$ cat src/rtl/mem_port_arbiter.sv
// Two-port arbiter for the unified memory port (fetch = port 0, data = port 1).
// Optional round-robin tie-break: define MEM_ARB_ROUND_ROBIN_EN; default is fixed priority to port 1.
module mem_port_arbiter #(
  parameter int DATA_W = 32,
  parameter int ADDR_W = 32
) (
  input  logic              clk,
  input  logic              rst,
  input  logic              req0_valid,
  input  logic [ADDR_W-1:0] req0_addr,
  input  logic              req0_we,
  input  logic [DATA_W-1:0] req0_wdata,
  output logic              req0_ready,
  output logic [DATA_W-1:0] req0_rdata,
  input  logic              req1_valid,
  input  logic [ADDR_W-1:0] req1_addr,
  input  logic              req1_we,
  input  logic [DATA_W-1:0] req1_wdata,
  output logic              req1_ready,
  output logic [DATA_W-1:0] req1_rdata,
  output logic              mem_valid,
  output logic [ADDR_W-1:0] mem_addr,
  output logic              mem_we,
  output logic [DATA_W-1:0] mem_wdata,
  input  logic              mem_ready,
  input  logic [DATA_W-1:0] mem_rdata,
  output logic              sel
);

`ifdef MEM_ARB_ROUND_ROBIN_EN
  localparam bit RR_EN = 1'b1;
`else
  localparam bit RR_EN = 1'b0;
`endif

  typedef enum logic [1:0] {
    IDLE,
    BUSY,
    RESP
  } state_t;

  state_t state, state_nx;
  logic   last_grant;
  logic   win;
  logic   load;
  logic   cap;

  // State register; reset aborts any access in flight.
  always_ff @(posedge clk or posedge rst) begin
    if (rst) state <= IDLE;
    else     state <= state_nx;
  end

  // Winner selection, next state and load/capture strobes.
  always_comb begin
    state_nx = state;
    load     = 1'b0;
    cap      = 1'b0;
    win      = req1_valid;
    if (req0_valid && req1_valid)
      win = RR_EN ? ~last_grant : 1'b1;
    unique case (state)
      IDLE: begin
        if (req0_valid || req1_valid) begin
          load     = 1'b1;
          state_nx = BUSY;
        end
      end
      BUSY: begin
        if (mem_ready) begin
          cap      = 1'b1;
          state_nx = RESP;
        end
      end
      RESP:    state_nx = IDLE;
      default: state_nx = IDLE;
    endcase
  end

  // Memory-side request registers, owner and per-port read data.
  always_ff @(posedge clk or posedge rst) begin
    if (rst) begin
      mem_addr   <= '0;
      mem_we     <= 1'b0;
      mem_wdata  <= '0;
      sel        <= 1'b0;
      last_grant <= 1'b1;
      req0_rdata <= '0;
      req1_rdata <= '0;
    end else begin
      if (load) begin
        mem_addr   <= win ? req1_addr  : req0_addr;
        mem_we     <= win ? req1_we    : req0_we;
        mem_wdata  <= win ? req1_wdata : req0_wdata;
        sel        <= win;
        last_grant <= win;
      end
      if (cap) begin
        if (sel) req1_rdata <= mem_rdata;
        else     req0_rdata <= mem_rdata;
      end
    end
  end

  assign mem_valid  = (state == BUSY);
  assign req0_ready = (state == RESP) && !sel;
  assign req1_ready = (state == RESP) &&  sel;

endmodule
$ cat config.mk
export PLATFORM = sky130hd
export DESIGN_NAME = mem_port_arbiter
export DESIGN_NICKNAME = d
export VERILOG_FILES = /design/src/rtl/mem_port_arbiter.sv
export SDC_FILE = /design/constraint.sdc
export NUM_CORES = 1
export LEC_CHECK = 0
export CORE_ASPECT_RATIO = 2
export CORE_MARGIN = 3
export CORE_UTILIZATION = 30
export CTS_BUF_LIST = sky130_fd_sc_hd__clkbuf_4 sky130_fd_sc_hd__clkbuf_8 sky130_fd_sc_hd__clkbuf_16
export DETAILED_ROUTE_END_ITERATION = 8
export GPL_TIMING_DRIVEN = 0
export PLACE_DENSITY = 0.66
export SLEW_MARGIN = 20
export SYNTH_ARGS = -nofsm -noshare
export SYNTH_HDL_FRONTEND = slang
export SYNTH_SLANG_ARGS = --single-unit
$ cat constraint.sdc
create_clock -name clk -period 4.2 [get_ports clk]
set_input_delay 0.84 -clock clk [delete_from_list [all_inputs] [get_ports clk]]
set_output_delay 0.84 -clock clk [all_outputs]
set_load 0.03 [all_outputs]
Word level (Yosys, flattened, before mapping)
Index checks and enable logic that the tools add are counted.

Equality and inequality tests: 4. Multiplexer cells: 11. Bitwise operators: 1. Reduce and logical (&&, ||, !) cells: 9.

Operators by type and width (count): $mux W32 (2); $mux W1 (6); $reduce_and A2 Y1 (3); $mux W2 (2); $pmux W2 S2 (1); $logic_and A1 B1 Y1 (3); $eq A2 B1 Y1 const B (1); $eq A2 B2 Y1 const B (1); $logic_not A2 Y1 (1); $ne A2 B1 Y1 const B (1); $ne A2 B2 Y1 const B (1); $logic_not A1 Y1 (1); $logic_or A1 B1 Y1 (1); $not A1 Y1 (1).

Flip-flop bits (word level): 132. Word-level logic and storage cells: 32.

Longest topological paths before layout
Depth in word-level cells: 3. Mapped depth: 5. Mapped depth without buffers: 3.

Worst setup path before layout
No wires, ideal clock.

Path type: reg2out. Start: reg sel. End: out req0_ready. Arrival: 1.322 ns. Required time: 3.360 ns. Path slack: 2.038 ns. Stages on the path, launching flop included: 2. Cells stage by stage: dfrtp_1 > nor3b_1.

Longest elaborated chain between the ends: 2.

Ends and longest elaborated chain: start, declared (line 27) `output logic sel`; start signal, assigned (line 95) `sel <= win;`; $logic_not A1 Y1 (line 106) `assign req0_ready = (state == RESP) && !sel;`; $logic_and A1 B1 Y1 (line 106); end, declared (line 13) `output logic req0_ready,`.

No other way between the ends.

Worst setup path in the final report
Start: reg state[1]. End: out mem_valid.

Longest elaborated chain between the ends: 1.

Ends and longest elaborated chain: start, declared (line 42) `state_t state, state_nx;`; start signal, assigned (line 51) `else state <= state_nx;`; $eq A2 B1 Y1 (line 105) `assign mem_valid = (state == BUSY);`; end, declared (line 21) `output logic mem_valid,`.

No other way between the ends.

==> impl_results.md <==
- Top cells by area, synth: dfrtp_1 (58%), mux2_2 (39%), buf_2 (1.3%)
- CP Data Required Time: 3.36 ns
- Routed wire per std cell: 18.27 µm
- Non-Filler Instances: between 900 and 1000
- Worst setup path category: flop to primary output
- Hold Path Cell Cnt: 1
- Post-layout util: approximately 53%
- Clock Tree Buf Depth: 2
- Sequential fraction of the synthesis area: roughly three fifths
- Grt ovf: 0
- Pin count of the biggest net entering global routing: 35
- Fin crit period: roughly 2.7 ns
- Synth Register Bits: around 130
- Power Density: approximately 820 mW/mm²
- Initial core utilization: between 30 and 40%
- Simple-gate share of the synthesized area: roughly 1.2%
- Max Clk Rate: 372.0 MHz
- Xor-xnor portion of the synthesized cell area: 0%
- First-pass GRT wire length: 26030 µm
- Post-synthesis mux area share: between 30% and 40%
- CP startpoint kind: flop
- Slew Limit Fails: 0
- Vias in the first global route: between 4000 and 5000
- DRT Wirelength: around 17000 µm
- Post-route ant nets: 0
- Dpl cells: 913
- Unrepaired setup endpoints after global routing: false
- Worst hold slack: ~0.5 ns
- Remaining DRCs: 0
- Int Pwr: approximately 4900 µW
- Worst r2r path cells: 4
- HP Class: flop to flop
- Final period util: between 60% and 70%
- Initial antenna violation count: 1
- 1st-pass router iterations: 4
- Syn_area_per_cell: between 15 and 20 µm²
- Slew @ Worst Pin: 0.6303 ns
- Post-cts resize count: 0
- Clock sink total: 132
- Setup violators final: 0
- Multi-input logic area: between 0.002 and 0.0025 mm²
- Main combinational cell family by area after synthesis: multiplexers
- Post-Synth Adder-Cell Area: 0%
- Setup tns final: 0 ns
- Synth Area in Compound Gates: less than 1%
- DR vias: 4190
- CTS tree: yes
- CP startpoint: state[1]
- Worst R2R Setup Slack: 2.43 ns
- CTS root buf: clkbuf_16
- Synth Warn #: 0
- Core ar.: ~0.018 mm²
- Register area: roughly 0.0033 mm²
- Static leakage: slightly below 0.004 µW
- Largest area contributor in the netlist: dfrtp_1
- Post-synthesis cell count: roughly 360
- Fill count: between 1500 and 2000
- Post-Syn Area: 0.005687 mm²
- # IOs: 300
- CP max FO: 5
- Area Overhead vs Synth: 70.96%
- DRC marker count from the first detailed-route iteration: 64
- PnR worst setup slack: ~1.5 ns
- Hold path start: req1_rdata[2]
- Hold_buf cts: 0
- Chip height: roughly 200 µm
- Rows: 70
- Combinational share of power: between 50% and 60%
- Synth top area share: between 50% and 60%
- Outcome: finished clean
- Worst setup EP type: primary output
- TritonCTS buffer count: 17
- Switching Power: between 3000 and 4000 µW
- Global-route usage over all layers: 16.75%
- Seq pwr share: ~29%
- Hold Violations, Final: 0
- Layout Skew: ~0.0099 ns
- Clock transition at path regs: 0.06 ns
- Die area: ~0.021 mm²
- Worst reg2reg path startpoint: state[0]
- H-tree levels: 4
- Setup WS pre-CTS: between 1 and 1.5 ns
- Post-DP HPWL: approximately 14000 µm
- Clock share of power: between 10% and 20%
- Drt via density: about 4.4
- Gpl congestion: 0.7342
- Slew headroom: approximately 58%
- Worst path arrival time: 1.85 ns
- Latest clock arrival within the worst-skew pair: 0.41 ns
- VDD IR max: around 440 µV
- Post-layout nets: about 850
- Postcts setup bufs: 0
- Netlist cell types: 15
- Post-Syn Nets: 525
- Sw Share: between 30% and 40%
- Port Buf Inserts: ~300
- Fraction of layout instances using a drive strength above 1: a little over a third
- Die W: between 100 and 150 µm
- Max-Cap Viols: 0
## path summary, 6_finish.rpt
kind	end
worst max-delay path	mem_valid
worst min-delay path	req1_rdata[2]
worst max register to register	mem_addr[11]
worst min register to register	req1_rdata[2]
max in group asynchronous	sel
min in group asynchronous	req0_rdata[1]
## worst max-delay path, cell delays in order (launching register included)
cell and delay, ns:
dfrtp_1 0.43, and2b_1 0.30, clkdlybuf4s50_1 0.71
## cells by family after synthesis
| logic type | Yosys count |
|---|---|
| muxes | 195 |
| DFF | 132 |
| buffers and inverters | 22 |
| and+or+nand+nor | 8 |
| AOI/OAI and AO/OA | 1 |
## area by class of cell
cell class | instances | area share, %
antenna | 1 | 0.02574
sequential | 132 | 33.98
multi-input combinational | 204 | 23.36
clock inverter | 13 | 1.853
clock buffer | 19 | 4.659
buffer | 20 | 1.081
inverter | 2 | 0.1158
timing repair buffer | 303 | 31.69
tap | 252 | 3.243
## routing by layer
layer | vias to the layer above | GRT usage, % | share of wire (%)
met3 | 20 | 5.043 | 7.5
met4 | 0 | 5.929 | 1.9
li1 | 1928 | - | -
met5 | - | 0 | 0
met1 | 2063 | 14.77 | 31
met2 | 179 | 33.26 | 59
## flip-flops by register name, summed over array words and instances (netlist names)
signal,cells
mem_we,1
mem_wdata,32
req0_rdata,32
state,2
req1_rdata,32
sel,1
mem_addr,32
## power groups by stage
stage	clock (µW)	sequential (µW)	combinational [µW]
4_1_cts	1630	2290	4160
2_1_floorplan	0	3550	1030
6_report	1570	2280	4090
3_5_place_dp	0	2310	4150
3_3_place_gp	0	2270	4090
5_1_grt	1680	2370	4290
## synth_stat cells
cell / count
nor3b_4: 1
and2_1: 1
buf_1: 2
and2b_1: 1
nor3b_1: 1
mux2_2: 195
and3b_1: 1
dfrtp_1: 132
nand3_1: 1
a21o_1: 1
buf_4: 3
nor3_2: 1
nor2_1: 1
inv_1: 2
buf_2: 15
## metrics by stage
stage	total power [µW]	cell area [µm²]
detailed placement	6457	9086
finish	7935	9722
global placement	6361	8999
global route	8337	9722
CTS	8077	9719
floorplan	4584	5690
## cell usage in the layout (no fill, tap or decap), drive strengths merged, types with 2 or more instances in the layout
| cell | n |
|---|---|
| buf | 24 |
| bufinv | 4 |
| clkbuf | 19 |
| clkdlybuf4s50 | 299 |
| clkinv | 5 |
| clkinvlp | 4 |
| dfrtp | 132 |
| inv | 2 |
| mux2 | 195 |
| nor3b | 2 |
Note: power is estimated with default switching activity, not from simulation.
